### config.mk
export PLATFORM = sky130hd
export DESIGN_NAME = button_conditioner_flat
export DESIGN_NICKNAME = d
export VERILOG_FILES = /design/src/rtl/button_pkg.sv /design/src/rtl/button_conditioner_if.sv /design/src/rtl/button_debounce_channel.sv /design/src/rtl/button_conditioner.sv /design/src/flat_wrapper.sv
export SDC_FILE = /design/constraint.sdc
export NUM_CORES = 1
export LEC_CHECK = 0
export ABC_AREA = 1
export CORE_UTILIZATION = 64
export CTS_CLUSTER_SIZE = 25
export DETAILED_ROUTE_END_ITERATION = 16
export PLACE_DENSITY_LB_ADDON = 0.3
export SLEW_MARGIN = 20
export SYNTH_ARGS = -nofsm -noshare
export SYNTH_HDL_FRONTEND = slang
export SYNTH_HIERARCHICAL = 1
export SYNTH_SLANG_ARGS = --single-unit
### constraint.sdc
create_clock -name clk -period 3.9 [get_ports clk]
set_clock_uncertainty 0.15 [all_clocks]
set_input_delay 0.39 -clock clk [delete_from_list [all_inputs] [get_ports clk]]
set_output_delay 0.39 -clock clk [all_outputs]
set_load 0.1 [all_outputs]
### src/rtl/button_pkg.sv
// ---------------------------------------------------------------------------
// button_pkg
// Shared definitions for the pushbutton conditioner and its consumers.
//   - btn_state_e : one-hot encoding of the per-channel debounce FSM
//   - *_DEF       : default timing constants for a 100 MHz system clock
//   - BTN_*       : channel index of each board button (the game logic uses these too)
//   - max3        : helper to size the shared per-channel counter
// ---------------------------------------------------------------------------
package button_pkg;

  localparam int N_BTN_DEF           = 4;
  localparam int DEBOUNCE_CYCLES_DEF = 500_000;     // 5 ms at 100 MHz
  localparam int REPEAT_DELAY_DEF    = 50_000_000;  // 0.5 s
  localparam int REPEAT_PERIOD_DEF   = 20_000_000;  // 0.2 s

  localparam int BTN_UP    = 0;
  localparam int BTN_DOWN  = 1;
  localparam int BTN_LEFT  = 2;
  localparam int BTN_RIGHT = 3;

  localparam int STATE_W = 5;

  typedef enum logic [STATE_W-1:0] {
    ST_IDLE       = 5'b00001,
    ST_PRESS_DB   = 5'b00010,
    ST_HELD       = 5'b00100,
    ST_REPEAT     = 5'b01000,
    ST_RELEASE_DB = 5'b10000
  } btn_state_e;

  function automatic int max3(input int a, input int b, input int c);
    int m;
    m = (a > b) ? a : b;
    return (m > c) ? m : c;
  endfunction

endpackage

### src/rtl/button_conditioner_if.sv
// ---------------------------------------------------------------------------
// button_conditioner_if
// Bundle between the board buttons and the game logic.
//   btns_raw  : raw asynchronous button levels (board side drives)
//   DPBs      : debounced levels
//   SCENs     : one-cycle strobe per accepted press
//   MCENs     : one-cycle strobe on press, then at the auto-repeat rate
//   dbg_state : per-channel FSM state, one-hot, for observation only
// Handshake semantics: there is no valid/ready pair and no backpressure.
// SCENs/MCENs are single-cycle strobes that the consumer must take in the
// cycle they are high; DPBs is a level. Bits of the same bus may assert
// together and the consumer decides priority.
// Modports:
//   master : the board/stimulus side (drives btns_raw, observes outputs)
//   slave  : the conditioner (takes btns_raw, drives outputs)
// ---------------------------------------------------------------------------
interface button_conditioner_if #(
  parameter int N_BTN = 4
);

  logic [N_BTN-1:0]              btns_raw;
  logic [N_BTN-1:0]              DPBs;
  logic [N_BTN-1:0]              SCENs;
  logic [N_BTN-1:0]              MCENs;
  logic [N_BTN-1:0][4:0]         dbg_state;

  modport master (
    output btns_raw,
    input  DPBs,
    input  SCENs,
    input  MCENs,
    input  dbg_state
  );

  modport slave (
    input  btns_raw,
    output DPBs,
    output SCENs,
    output MCENs,
    output dbg_state
  );

endinterface

### src/rtl/button_debounce_channel.sv
// ---------------------------------------------------------------------------
// button_debounce_channel
// One button: 2-flop synchroniser, shared down-path counter, debounce FSM.
// Ports:
//   clk, reset  : system clock, asynchronous active-high reset
//   i_btn_raw   : raw asynchronous button level
//   o_dpb       : registered debounced level
//   o_scen      : registered one-cycle pulse per accepted press
//   o_mcen      : registered pulse on press and at the auto-repeat rate
//   o_state     : current FSM state (one-hot) for observation
// ---------------------------------------------------------------------------
module button_debounce_channel
  import button_pkg::*;
#(
  parameter int DEBOUNCE_CYCLES = DEBOUNCE_CYCLES_DEF,
  parameter int REPEAT_DELAY    = REPEAT_DELAY_DEF,
  parameter int REPEAT_PERIOD   = REPEAT_PERIOD_DEF
) (
  input  logic               clk,
  input  logic               reset,
  input  logic               i_btn_raw,
  output logic               o_dpb,
  output logic               o_scen,
  output logic               o_mcen,
  output logic [STATE_W-1:0] o_state
);

  // One counter serves all timed states, so it is sized for the longest.
  localparam int CNT_MAX = max3(DEBOUNCE_CYCLES, REPEAT_DELAY, REPEAT_PERIOD);
  localparam int CNT_W   = (CNT_MAX > 1) ? $clog2(CNT_MAX) : 1;

  localparam logic [CNT_W-1:0] DB_LAST  = CNT_W'(DEBOUNCE_CYCLES - 1);
  localparam logic [CNT_W-1:0] DLY_LAST = CNT_W'(REPEAT_DELAY - 1);
  localparam logic [CNT_W-1:0] PER_LAST = CNT_W'(REPEAT_PERIOD - 1);

  logic [1:0]       r_sync;
  btn_state_e       r_state;
  logic [CNT_W-1:0] r_cnt;
  logic             r_dpb;
  logic             r_scen;
  logic             r_mcen;

  logic             w_s;
  btn_state_e       w_state_nxt;
  logic [CNT_W-1:0] w_cnt_nxt;
  logic             w_dpb_nxt;
  logic             w_scen_nxt;
  logic             w_mcen_nxt;

  assign w_s = r_sync[1];

  always_ff @(posedge clk or posedge reset) begin
    if (reset) begin
      r_sync  <= 2'b00;
      r_state <= ST_IDLE;
      r_cnt   <= '0;
      r_dpb   <= 1'b0;
      r_scen  <= 1'b0;
      r_mcen  <= 1'b0;
    end else begin
      r_sync  <= {r_sync[0], i_btn_raw};
      r_state <= w_state_nxt;
      r_cnt   <= w_cnt_nxt;
      r_dpb   <= w_dpb_nxt;
      r_scen  <= w_scen_nxt;
      r_mcen  <= w_mcen_nxt;
    end
  end

  // Outputs are computed alongside the transition and registered with the
  // state, so a press strobe appears in the cycle HELD is entered.
  always_comb begin
    w_state_nxt = r_state;
    w_cnt_nxt   = r_cnt + CNT_W'(1);
    w_dpb_nxt   = r_dpb;
    w_scen_nxt  = 1'b0;
    w_mcen_nxt  = 1'b0;
    case (r_state)
      ST_IDLE: begin
        w_cnt_nxt = '0;
        if (w_s) w_state_nxt = ST_PRESS_DB;
      end
      ST_PRESS_DB: begin
        if (!w_s) begin
          w_state_nxt = ST_IDLE;
          w_cnt_nxt   = '0;
        end else if (r_cnt == DB_LAST) begin
          w_state_nxt = ST_HELD;
          w_cnt_nxt   = '0;
          w_dpb_nxt   = 1'b1;
          w_scen_nxt  = 1'b1;
          w_mcen_nxt  = 1'b1;
        end
      end
      ST_HELD: begin
        if (!w_s) begin
          w_state_nxt = ST_RELEASE_DB;
          w_cnt_nxt   = '0;
        end else if (r_cnt == DLY_LAST) begin
          w_state_nxt = ST_REPEAT;
          w_cnt_nxt   = '0;
          w_mcen_nxt  = 1'b1;
        end
      end
      ST_REPEAT: begin
        if (!w_s) begin
          w_state_nxt = ST_RELEASE_DB;
          w_cnt_nxt   = '0;
        end else if (r_cnt == PER_LAST) begin
          w_cnt_nxt   = '0;
          w_mcen_nxt  = 1'b1;
        end
      end
      ST_RELEASE_DB: begin
        // A bounce back to 1 is still the same press: return to HELD
        // silently and restart the repeat delay.
        if (w_s) begin
          w_state_nxt = ST_HELD;
          w_cnt_nxt   = '0;
        end else if (r_cnt == DB_LAST) begin
          w_state_nxt = ST_IDLE;
          w_cnt_nxt   = '0;
          w_dpb_nxt   = 1'b0;
        end
      end
      default: begin
        w_state_nxt = ST_IDLE;
        w_cnt_nxt   = '0;
        w_dpb_nxt   = 1'b0;
      end
    endcase
  end

  assign o_dpb   = r_dpb;
  assign o_scen  = r_scen;
  assign o_mcen  = r_mcen;
  assign o_state = r_state;

endmodule

### src/rtl/button_conditioner.sv
// ---------------------------------------------------------------------------
// button_conditioner
// Replicates one debounce channel per board button and concatenates the
// results onto the interface bus.
// Ports:
//   clk, reset : system clock, asynchronous active-high reset
//   bus        : slave side of button_conditioner_if (btns_raw in;
//                DPBs/SCENs/MCENs/dbg_state out)
// ---------------------------------------------------------------------------
module button_conditioner
  import button_pkg::*;
#(
  parameter int N_BTN           = N_BTN_DEF,
  parameter int DEBOUNCE_CYCLES = DEBOUNCE_CYCLES_DEF,
  parameter int REPEAT_DELAY    = REPEAT_DELAY_DEF,
  parameter int REPEAT_PERIOD   = REPEAT_PERIOD_DEF
) (
  input logic                 clk,
  input logic                 reset,
  button_conditioner_if.slave bus
);

  logic [N_BTN-1:0]              w_dpb;
  logic [N_BTN-1:0]              w_scen;
  logic [N_BTN-1:0]              w_mcen;
  logic [N_BTN-1:0][STATE_W-1:0] w_state;

  for (genvar g = 0; g < N_BTN; g++) begin : g_ch
    button_debounce_channel #(
      .DEBOUNCE_CYCLES (DEBOUNCE_CYCLES),
      .REPEAT_DELAY    (REPEAT_DELAY),
      .REPEAT_PERIOD   (REPEAT_PERIOD)
    ) u_ch (
      .clk       (clk),
      .reset     (reset),
      .i_btn_raw (bus.btns_raw[g]),
      .o_dpb     (w_dpb[g]),
      .o_scen    (w_scen[g]),
      .o_mcen    (w_mcen[g]),
      .o_state   (w_state[g])
    );
  end

  assign bus.DPBs      = w_dpb;
  assign bus.SCENs     = w_scen;
  assign bus.MCENs     = w_mcen;
  assign bus.dbg_state = w_state;

endmodule

### src/flat_wrapper.sv
// flat-port wrapper written by rule: the top's interface ports become plain ports
module button_conditioner_flat import button_pkg::*;
#(
  parameter int N_BTN           = N_BTN_DEF,
  parameter int DEBOUNCE_CYCLES = DEBOUNCE_CYCLES_DEF,
  parameter int REPEAT_DELAY    = REPEAT_DELAY_DEF,
  parameter int REPEAT_PERIOD   = REPEAT_PERIOD_DEF
)
  (clk, reset, bus_btns_raw, bus_DPBs, bus_SCENs, bus_MCENs, bus_dbg_state);
  button_conditioner_if #(.N_BTN(N_BTN)) bus_i ();
  input logic clk;
  input logic reset;
  input wire logic [$bits(bus_i.btns_raw)-1:0] bus_btns_raw;
  output wire logic [$bits(bus_i.DPBs)-1:0] bus_DPBs;
  output wire logic [$bits(bus_i.SCENs)-1:0] bus_SCENs;
  output wire logic [$bits(bus_i.MCENs)-1:0] bus_MCENs;
  output wire logic [$bits(bus_i.dbg_state)-1:0] bus_dbg_state;
  assign bus_i.btns_raw = bus_btns_raw;
  assign bus_DPBs = bus_i.DPBs;
  assign bus_SCENs = bus_i.SCENs;
  assign bus_MCENs = bus_i.MCENs;
  assign bus_dbg_state = bus_i.dbg_state;
  button_conditioner #(.N_BTN(N_BTN), .DEBOUNCE_CYCLES(DEBOUNCE_CYCLES), .REPEAT_DELAY(REPEAT_DELAY), .REPEAT_PERIOD(REPEAT_PERIOD)) u_core (.clk(clk), .reset(reset), .bus(bus_i));
endmodule
==> results.cfg, run 1 <==
[drt]
drc_errors = 0
wl_per_cell_um = 13.9
wl_um = 18900
first_pass_iters = 6
viasPerCell = 5.53
ant_nets = 0
drt_iter0_markers = 578
vias = 7523

[logic_synthesis]
syn_area_per_cell_um2 = 7.85
synth_cell_types = 36
syn_inst = 1125
synth_seq_area_share = 0.409
synth_top_cell_area_share = 0.397
yosys-top-cells-area = dfrtp_1 40%, nor2_1 8.3%, nand2_1 8.1%
ys_seq_elements = 144
synth-edff-count = 0
syn_area_um2 = 8830
async_flop_share = 1.00
synth_ff_type = dfrtp_1
synth_nets = 1139
yosysTopAreaCell = dfrtp_1
yosys_warnings = 6

[setup_path]
cp_slowest_cell = clkdlybuf4s50_1
cp.arrival_ns = 2.11
worst_r2r_endpoint = u_core/g_ch[1].u_ch/r_cnt[15]
crit_required_ns = 3.36
crit_path_end_kind = primary output
startpoint_type = flip-flop
max_stage_delay_ns = 1.15
critical-path-top-delay-family = buffers and inverters
path_buf_inv = 1
rr_worst_depth = 10
cp_max_fo = 3
reg2reg_from = u_core/g_ch[1].u_ch/r_cnt[0]
r2r_setup_slack_ns = 1.52
crit_chain = clkdlybuf4s50_1
critPathKind = flip-flop to primary output

[clocking]
clockBufferDepth = 2
cts_tree = built
cts_buffers = 17
cts_root_buffer = clkbuf_16
clk_latency_ns = 0.42
clkSlewWorstSetupHoldPaths_ns = 0.06
cts_resized = 0
post_cts_buffers = 0
cts.sinks = 144
hold_buffers = 0
htree_levels = 4

[sta]
fin_hold_ws_ns = 0.197
tightest_slew_ns = 1.02
finalSetupViolCount = 0
max_freq_ghz = 0.377
grt_setup_unrepaired = false
period_minus_slack_ns = 2.65
slew_headroom = 0.315
drv_slew = 0
period_share = 0.680
setup_tns_ns = 0
hold_viol = 0

[global_route]
grt_pass1_vias = 7191
antenna_found_initial = 0
grt_pass1_wl_um = 32600
grt_overflow = 0
grt_start_max_net_pins = 37
grtUsageTotal = 0.284

[floorplanning]
fp.coreArea_um2 = 13300
chipWidth_um = 119
ioPinCount = 38
start_util = 0.662
fp.dieH_um = 119
rows = 42
dieArea_um2 = 14300

[place]
place_area_um2 = 9280
io_buffers = 37
place_congestion = 0.994
dp_hpwl_um = 13600

[hold_path]
min_to = u_core/g_ch[0].u_ch/r_sync[1]
worstHoldStart = u_core/g_ch[0].u_ch/r_sync[0]
hold_class = flip-flop to flip-flop
whs_path_depth = 0

[layout]
fill_cells = 1028
nets = 1186
area_growth_pct = 11.4
drive_above_1_share = 0.156
antennaDiodeCount = 0
stdcell_area_um2 = 9840

[power_and_ir_drop]
p_leak_nw = 4.05
power_density_nw_per_um2 = 456
peakVddDrop_mv = 0.287

[run]
cap_violations = 0

[run_status]
status = finished clean
cells in the mapped netlist, types with 2 or more instances:
cell / n
xnor2_1: 17
a21oi_1: 12
o21bai_1: 5
buf_12: 4
nand3_2: 5
nor2_1: 195
buf_8: 3
nand2_4: 6
nor3_2: 4
inv_1: 125
nor4_1: 2
nand2_2: 24
nor2_4: 15
inv_2: 5
o21ai_0: 18
nand2_1: 191
nand4_1: 49
buf_6: 2
ha_1: 8
dfrtp_1: 140
buf_2: 4
nor2_8: 4
nand3_1: 75
dfstp_2: 4
nor3_1: 51
o21ai_1: 2
nor2_2: 80
xor2_1: 63
a31o_2: 3
o211ai_1: 3
per-stage QoR:
stage	total power [W]	util	worst slack (ns)	cells
final	0.00448	0.737	1.25	1361
after global routing	0.00468	0.737	1.22	1361
after detailed placement	0.00298	0.695	1.56	1329
after CTS	0.00450	0.737	1.23	1361
after floorplan	0.00278	-	1.62	1125
after global placement	0.00296	0.695	1.66	1329
worst max path at each step:
stage	startpoint	to	cells past startpoint
3_5_place_dp	u_core/g_ch[1].u_ch/r_cnt[0]	u_core/g_ch[1].u_ch/r_cnt[23]	10
6_report	u_core/g_ch[0].u_ch/o_state[0]	bus_dbg_state[0]	1
5_1_grt	u_core/g_ch[2].u_ch/o_state[0]	bus_dbg_state[10]	1
4_1_cts	u_core/g_ch[0].u_ch/o_state[0]	bus_dbg_state[0]	1
3_3_place_gp	u_core/g_ch[1].u_ch/r_cnt[0]	u_core/g_ch[1].u_ch/r_cnt[17]	10
2_1_floorplan	u_core/g_ch[3].u_ch/o_state[4]	u_core/g_ch[3].u_ch/r_cnt[20]	7
cell families after synthesis:
| group | count (synthesis) | synth area share |
|---|---|---|
| flops | 144 | 0.409 |
| xor+xnor | 80 | 0.0794 |
| fa+ha+maj | 8 | 0.0113 |
| buf+inv | 143 | 0.0743 |
| compound gates | 45 | 0.0296 |
| simple gates | 705 | 0.397 |
area by class of cell:
| type | instances | area [um2] | area share |
|---|---|---|---|
| Multi-Input combinational cell | 838 | 4570 | 0.464 |
| Sequential cell | 144 | 3610 | 0.367 |
| Clock buffer | 26 | 499 | 0.0507 |
| Inverter | 130 | 488 | 0.0496 |
| Timing Repair Buffer | 41 | 400 | 0.0407 |
| Tap cell | 176 | 220 | 0.0224 |
| Clock inverter | 6 | 57.6 | 0.00585 |
metal layers:
| metal | wire (um) | GRT usage | vias up |
|---|---|---|---|
| li1 | - | - | 3684 |
| met1 | 8270 | 0.367 | 3535 |
| met2 | 9280 | 0.482 | 274 |
| met3 | 1060 | 0.0503 | 30 |
| met4 | 293 | 0.0953 | 0 |
| met5 | 0 | 0 | - |
cells in the final DEF, fill, tap and decap left out, types with 2 or more instances in the layout:
master           netlist  layout
a21oi_1               12      12
a31o_2                 3       3
buf_4                  0       4
clkbuf_1               0       5
clkbuf_16              0      17
clkbuf_8               0       4
clkdlybuf4s50_1        0      37
clkinv_2               0       4
dfrtp_1              140     140
dfstp_2                4       4
ha_1                   8       8
inv_1                125     125
inv_2                  5       5
nand2_1              191     191
nand2_2               24      24
nand2_4                6       6
nand3_1               75      75
nand3_2                5       5
nand4_1               49      49
nor2_1               195     195
nor2_2                80      80
nor2_4                15      15
nor2_8                 4       4
nor3_1                51      51
nor3_2                 4       4
nor4_1                 2       2
o211ai_1               3       3
o21ai_0               18      18
o21ai_1                2       2
o21bai_1               5       5
xnor2_1               17      17
xor2_1                63      63
power by group:
part	total (W)	switching (W)	internal (W)	leakage (nW)
Combinational	0.00129	0.000979	0.000306	1.80
Sequential	0.00167	0.0000785	0.00159	1.97
Clock	0.00153	0.000586	0.000940	0.274
flip-flops by register name, summed over array words and instances, names as in the netlist:
register,cells
u_core/g_ch.u_ch/o_dpb,4
u_core/g_ch.u_ch/o_mcen,4
u_core/g_ch.u_ch/o_scen,4
u_core/g_ch.u_ch/o_state,20
u_core/g_ch.u_ch/r_cnt,104
u_core/g_ch.u_ch/r_sync,8
(Power assumes the default switching activity.)
==> run 2: changes to the inputs <==
--- a/config.mk
+++ b/config.mk
@@ -6,7 +6,7 @@
 export NUM_CORES = 1
 export LEC_CHECK = 0
 export ABC_AREA = 1
-export CORE_UTILIZATION = 64
+export CORE_UTILIZATION = 62
 export CTS_CLUSTER_SIZE = 25
 export DETAILED_ROUTE_END_ITERATION = 16
 export PLACE_DENSITY_LB_ADDON = 0.3
==> constraint.sdc (replaced) <==
create_clock -name clk -period 2.7 [get_ports clk]
set_clock_uncertainty 0.15 [all_clocks]
set_input_delay 0.27 -clock clk [delete_from_list [all_inputs] [get_ports clk]]
set_output_delay 0.27 -clock clk [all_outputs]
set_load 0.1 [all_outputs]
==> run 2 against run 1 <==
Net effect:
- critical path depth increased by 10
- global-route usage decreased by 0.64 points
- combinational power increased by 43%
- count of clock-buffer cells in the layout decreased by 9
- non-clock buffer count increased by 2
- sequential cell count unchanged
- sequential share of layout area about the same
- critical path type is now flip-flop to flip-flop
- largest cell class unchanged
==> results.cfg, run 2 (same netlist as run 1, synthesis figures left out) <==
[clocking]
cts_resized = 0
htree_levels = 4
clockBufferDepth = 2
cts_root_buffer = clkbuf_16
clkSlewWorstSetupHoldPaths_ns = 0.06
hold_buffers = 0
clk_latency_ns = 0.42
cts_buffers = 17
cts_tree = built
post_cts_buffers = 0
cts.sinks = 144

[power_and_ir_drop]
peakVddDrop_mv = 0.463
total_power_w = 0.00663
switching_share = 0.370
p_leak_nw = 4.13
seqPwrFrac = 0.365
comb_power_share = 0.280
p_switching_w = 0.00245
intPower_w = 0.00417
power_density_nw_per_um2 = 673
clockPowerShare = 0.355

[global_route]
antenna_found_initial = 0
grt_pass1_vias = 7121
grtUsageTotal = 0.278
grt_overflow = 0
grt_pass1_wl_um = 32500
grt_start_max_net_pins = 37

[place]
dp.cells = 1335
place_area_um2 = 9250
io_buffers = 37
dp_hpwl_um = 13800
place_congestion = 0.944

[layout]
largest_register = u_core/g_ch.u_ch/r_cnt
final_common_cell = nor2_1
drive_above_1_share = 0.188
largest_reg_flops = 104
area_growth_pct = 11.5
fin_util = 0.709
fill_cells = 1062
stdcell_area_um2 = 9840
final_cells = 1366
final_cell_mix = 195 x nor2_1, 191 x nand2_1, 140 x dfrtp_1, 125 x inv_1, 80 x nor2_2
nets = 1188
antennaDiodeCount = 0

[sta]
finalSetupViolCount = 0
drv_slew = 0
slew_headroom = 0.547
period_share = 0.846
tightest_slew_ns = 0.679
max_freq_ghz = 0.438
hold_viol = 0
grt_setup_unrepaired = false
setup_tns_ns = 0
period_minus_slack_ns = 2.28

[run_status]
status = finished clean

[hold_path]
hold_class = primary input to flip-flop

[setup_path]
crit_path_end_kind = flip-flop
cp_max_fo = 10
crit_required_ns = 2.86
cp.arrival_ns = 2.44
startpoint_type = flip-flop
critPathKind = flip-flop to flip-flop

[floorplanning]
fp.dieH_um = 121
ioPinCount = 38
rows = 43
chipWidth_um = 121
start_util = 0.636
dieArea_um2 = 14700
fp.coreArea_um2 = 13900

[drt]
first_pass_iters = 5
vias = 7494
drt_iter0_markers = 525
ant_nets = 0
viasPerCell = 5.49
drc_errors = 0
wl_per_cell_um = 14.1
wl_um = 19200

[run]
cap_violations = 0
run 2: area by class of cell:
| type | count | area, um2 | area share |
|---|---|---|---|
| tap | 180 | 225 | 0.0229 |
| clock buffer | 17 | 425 | 0.0432 |
| inverter | 130 | 488 | 0.0496 |
| sequential | 144 | 3610 | 0.367 |
| timing repair buffer | 43 | 360 | 0.0366 |
| multi-input combinational | 838 | 4570 | 0.464 |
| clock inverter | 14 | 169 | 0.0172 |
run 2: per-layer routing:
layer	share of wire	global-route usage
met2	0.48	0.452
met1	0.45	0.364
met4	0.020	0.106
met5	0	0
met3	0.054	0.0569
run 2: power by group through the flow:
stage | Sequential (W) | Combinational (W) | Clock [W]
floorplan | 0.00307 | 0.000951 | 0
global placement | 0.00245 | 0.00181 | 0
detailed placement | 0.00246 | 0.00184 | 0
CTS | 0.00242 | 0.00186 | 0.00240
global route | 0.00244 | 0.00199 | 0.00249
finish | 0.00242 | 0.00185 | 0.00235
run 2: through the flow:
step                worst slack (ns)  hold slack, ns
detailed placement             0.478           0.185
global placement               0.552           0.184
floorplan                      0.418           0.151
CTS                            0.445           0.128
global route                   0.266           0.128
finish                         0.416           0.142
run 2: critical path: stages (launching register included):
cell	delay, ns
dfrtp_1	0.47
ha_1	0.23
inv_1	0.08
nor2_2	0.13
nand3_1	0.10
nor2_2	0.10
nand2_2	0.10
nand3_2	0.14
nand2_4	0.09
nor2_8	0.27
buf_4	0.23
nor2_1	0.06
run 2: worst paths after layout:
check | startpoint | end | slack [ns] | cells past startpoint
worst max-delay path | u_core/g_ch[1].u_ch/r_cnt[0] | u_core/g_ch[1].u_ch/r_cnt[19] | 0.42 | 11
max in group asynchronous | reset | u_core/g_ch[1].u_ch/r_cnt[18] | 1.55 | 3
worst min-delay path | bus_btns_raw[1] | u_core/g_ch[1].u_ch/r_sync[0] | 0.14 | 1
worst max register to register | u_core/g_ch[1].u_ch/r_cnt[0] | u_core/g_ch[1].u_ch/r_cnt[19] | 0.42 | 11
worst min register to register | u_core/g_ch[3].u_ch/r_sync[0] | u_core/g_ch[3].u_ch/r_sync[1] | 0.20 | 0
min in group asynchronous | reset | u_core/g_ch[3].u_ch/r_cnt[19] | 0.30 | 3
==> run 3: changes to the inputs <==
--- a/config.mk
+++ b/config.mk
@@ -6,7 +6,7 @@
 export NUM_CORES = 1
 export LEC_CHECK = 0
 export ABC_AREA = 1
-export CORE_UTILIZATION = 62
+export CORE_UTILIZATION = 56
 export CTS_CLUSTER_SIZE = 25
 export DETAILED_ROUTE_END_ITERATION = 16
 export PLACE_DENSITY_LB_ADDON = 0.3
==> constraint.sdc (replaced) <==
create_clock -name clk -period 1.85 [get_ports clk]
set_clock_uncertainty 0.15 [all_clocks]
set_input_delay 0.185 -clock clk [delete_from_list [all_inputs] [get_ports clk]]
set_output_delay 0.185 -clock clk [all_outputs]
set_load 0.1 [all_outputs]
==> run 3 against run 2 <==
Net effect:
- the flow now finishes with violations (negative setup slack)
- final area rose by 24%
- register-to-register slack worse by 0.59 ns
- routed wire length rose by 24%
- worst hold slack got worse by 0.094 ns
- clock power is 81% higher
- non-clock buffer count is 139 higher
- first-iteration DRC count is 12% higher
- combinational power rose by 110%
- critical path type unchanged
- largest power group is now the clock network
==> results.cfg, run 3 (same netlist as run 1, synthesis figures left out) <==
[hold_path]
hold_class = primary input to flip-flop

[clocking]
clk_latency_ns = 0.42
cts_root_buffer = clkbuf_16
cts.sinks = 144
cts_buffers = 17
hold_buffers = 0
clockBufferDepth = 2
htree_levels = 4
cts_tree = built
clkSlewWorstSetupHoldPaths_ns = 0.06

[place]
place_area_um2 = 10600
place_congestion = 0.968
dp_hpwl_um = 15100
io_buffers = 37

[layout]
nets = 1327
drive_above_1_share = 0.363
stdcell_area_um2 = 12200
final_common_cell = nand2_1
largest_register = u_core/g_ch.u_ch/r_cnt
final_cell_mix = 179 x nand2_1, 150 x nor2_1, 132 x buf_4, 118 x inv_1, 117 x dfrtp_1
fin_util = 0.797
fill_cells = 965
area_growth_pct = 38.3
largest_reg_flops = 104
antennaDiodeCount = 0

[setup_path]
crit_path_end_kind = flip-flop
startpoint_type = flip-flop
cp_max_fo = 6
critPathKind = flip-flop to flip-flop
crit_required_ns = 2.01
cp.arrival_ns = 2.18

[power_and_ir_drop]
p_leak_nw = 5.10
power_density_nw_per_um2 = 976
peakVddDrop_mv = 0.712

[drt]
viasPerCell = 5.42
wl_um = 23800
drt_iter0_markers = 589
wl_per_cell_um = 15.5
vias = 8338
first_pass_iters = 5
drc_errors = 0
ant_nets = 0

[floorplanning]
start_util = 0.577
fp.coreArea_um2 = 15300
chipWidth_um = 128
dieArea_um2 = 16300
rows = 45
fp.dieH_um = 128
ioPinCount = 38

[sta]
max_freq_ghz = 0.494
period_share = 1.09
period_minus_slack_ns = 2.02
setup_ws_ns = -0.173
hold_viol = 0
finalSetupViolCount = 110
tightest_slew_ns = 0.490
drv_slew = 0
fin_hold_ws_ns = 0.0477
slew_headroom = 0.671
grt_setup_unrepaired = true

[global_route]
grt_pass1_vias = 7980
grt_start_max_net_pins = 37
grtUsageTotal = 0.279
antenna_found_initial = 0
grt_pass1_wl_um = 36300
grt_overflow = 0

[run_status]
status = finished, violations left
violations = negative setup slack

[run]
cap_violations = 0
[run 3: changes by cell type in the layout (fill, tap and decap cells not counted), sizes merged]
cell,delta
bufinv,+5
clkbuf,+6
clkinvlp,-2
inv,+1
clkinv,-5
buf,+135
[run 3: path summary, 6_finish.rpt]
kind / from / depth (start not counted) / slack [ns] / endpoint
max: u_core/g_ch[2].u_ch/r_cnt[0] / 11 / -0.17 / u_core/g_ch[2].u_ch/r_cnt[5]
min: bus_btns_raw[0] / 1 / 0.05 / u_core/g_ch[0].u_ch/r_sync[0]
max reg2reg: u_core/g_ch[2].u_ch/r_cnt[0] / 11 / -0.17 / u_core/g_ch[2].u_ch/r_cnt[5]
min reg2reg: u_core/g_ch[3].u_ch/r_sync[0] / 0 / 0.20 / u_core/g_ch[3].u_ch/r_sync[1]
max in group asynchronous: reset / 3 / 0.98 / u_core/g_ch[3].u_ch/r_cnt[7]
min in group asynchronous: reset / 2 / 0.08 / u_core/g_ch[3].u_ch/o_state[3]
[run 3: through the flow]
step                      total power [W]  worst slack [ns]  TNS (ns)  cells
after floorplan                   0.00605           -0.0413     -1.06   1125
after global placement            0.00714           -0.0466     -1.52   1472
after detailed placement          0.00718           -0.0912     -5.40   1472
after CTS                          0.0116           -0.0880     -5.82   1522
after global routing               0.0123            -0.264    -22.39   1537
final                              0.0119            -0.173    -13.12   1537
[run 3: what timing repair did]
action | in CTS | in global routing
endpoints found under the hold margin | 0 | 0
gates resized for setup | 29 | 127
gates cloned | 1 | 4
endpoints found under the setup margin | 117 | 133
pin swaps | 13 | 53
setup buffers | 17 | 15
[run 3: area by class of cell]
type | count | area [um2] | share of cell area
clock buffers | 19 | 453 | 0.0371
clock inverters | 13 | 280 | 0.0230
inverters | 130 | 488 | 0.0400
multi-input cells | 838 | 5140 | 0.421
flip-flops and latches | 144 | 3690 | 0.302
well taps | 211 | 264 | 0.0216
repair buffers | 182 | 1890 | 0.155
[run 3: layer usage]
layer | share of wire | GRT usage
met1 | 0.40 | 0.344
met2 | 0.52 | 0.487
met3 | 0.056 | 0.0574
met4 | 0.021 | 0.0913
met5 | 0 | 0
[run 3: critical path, stage by stage, from the launching register on]
cell	delay, ns
dfrtp_1	0.41
ha_2	0.20
inv_2	0.04
nor2_4	0.10
nand2_2	0.08
nor2_2	0.09
nand4_1	0.20
nand2_2	0.16
nand2_4	0.08
nor2_8	0.19
clkbuf_16	0.18
nor2_2	0.04
[run 3: power breakdown]
| group | leakage (nW) | internal [W] | total [W] | switching [W] |
|---|---|---|---|---|
| clock network | 0.346 | 0.00288 | 0.00425 | 0.00137 |
| registers | 1.93 | 0.00344 | 0.00370 | 0.000264 |
| logic | 2.82 | 0.00151 | 0.00396 | 0.00244 |
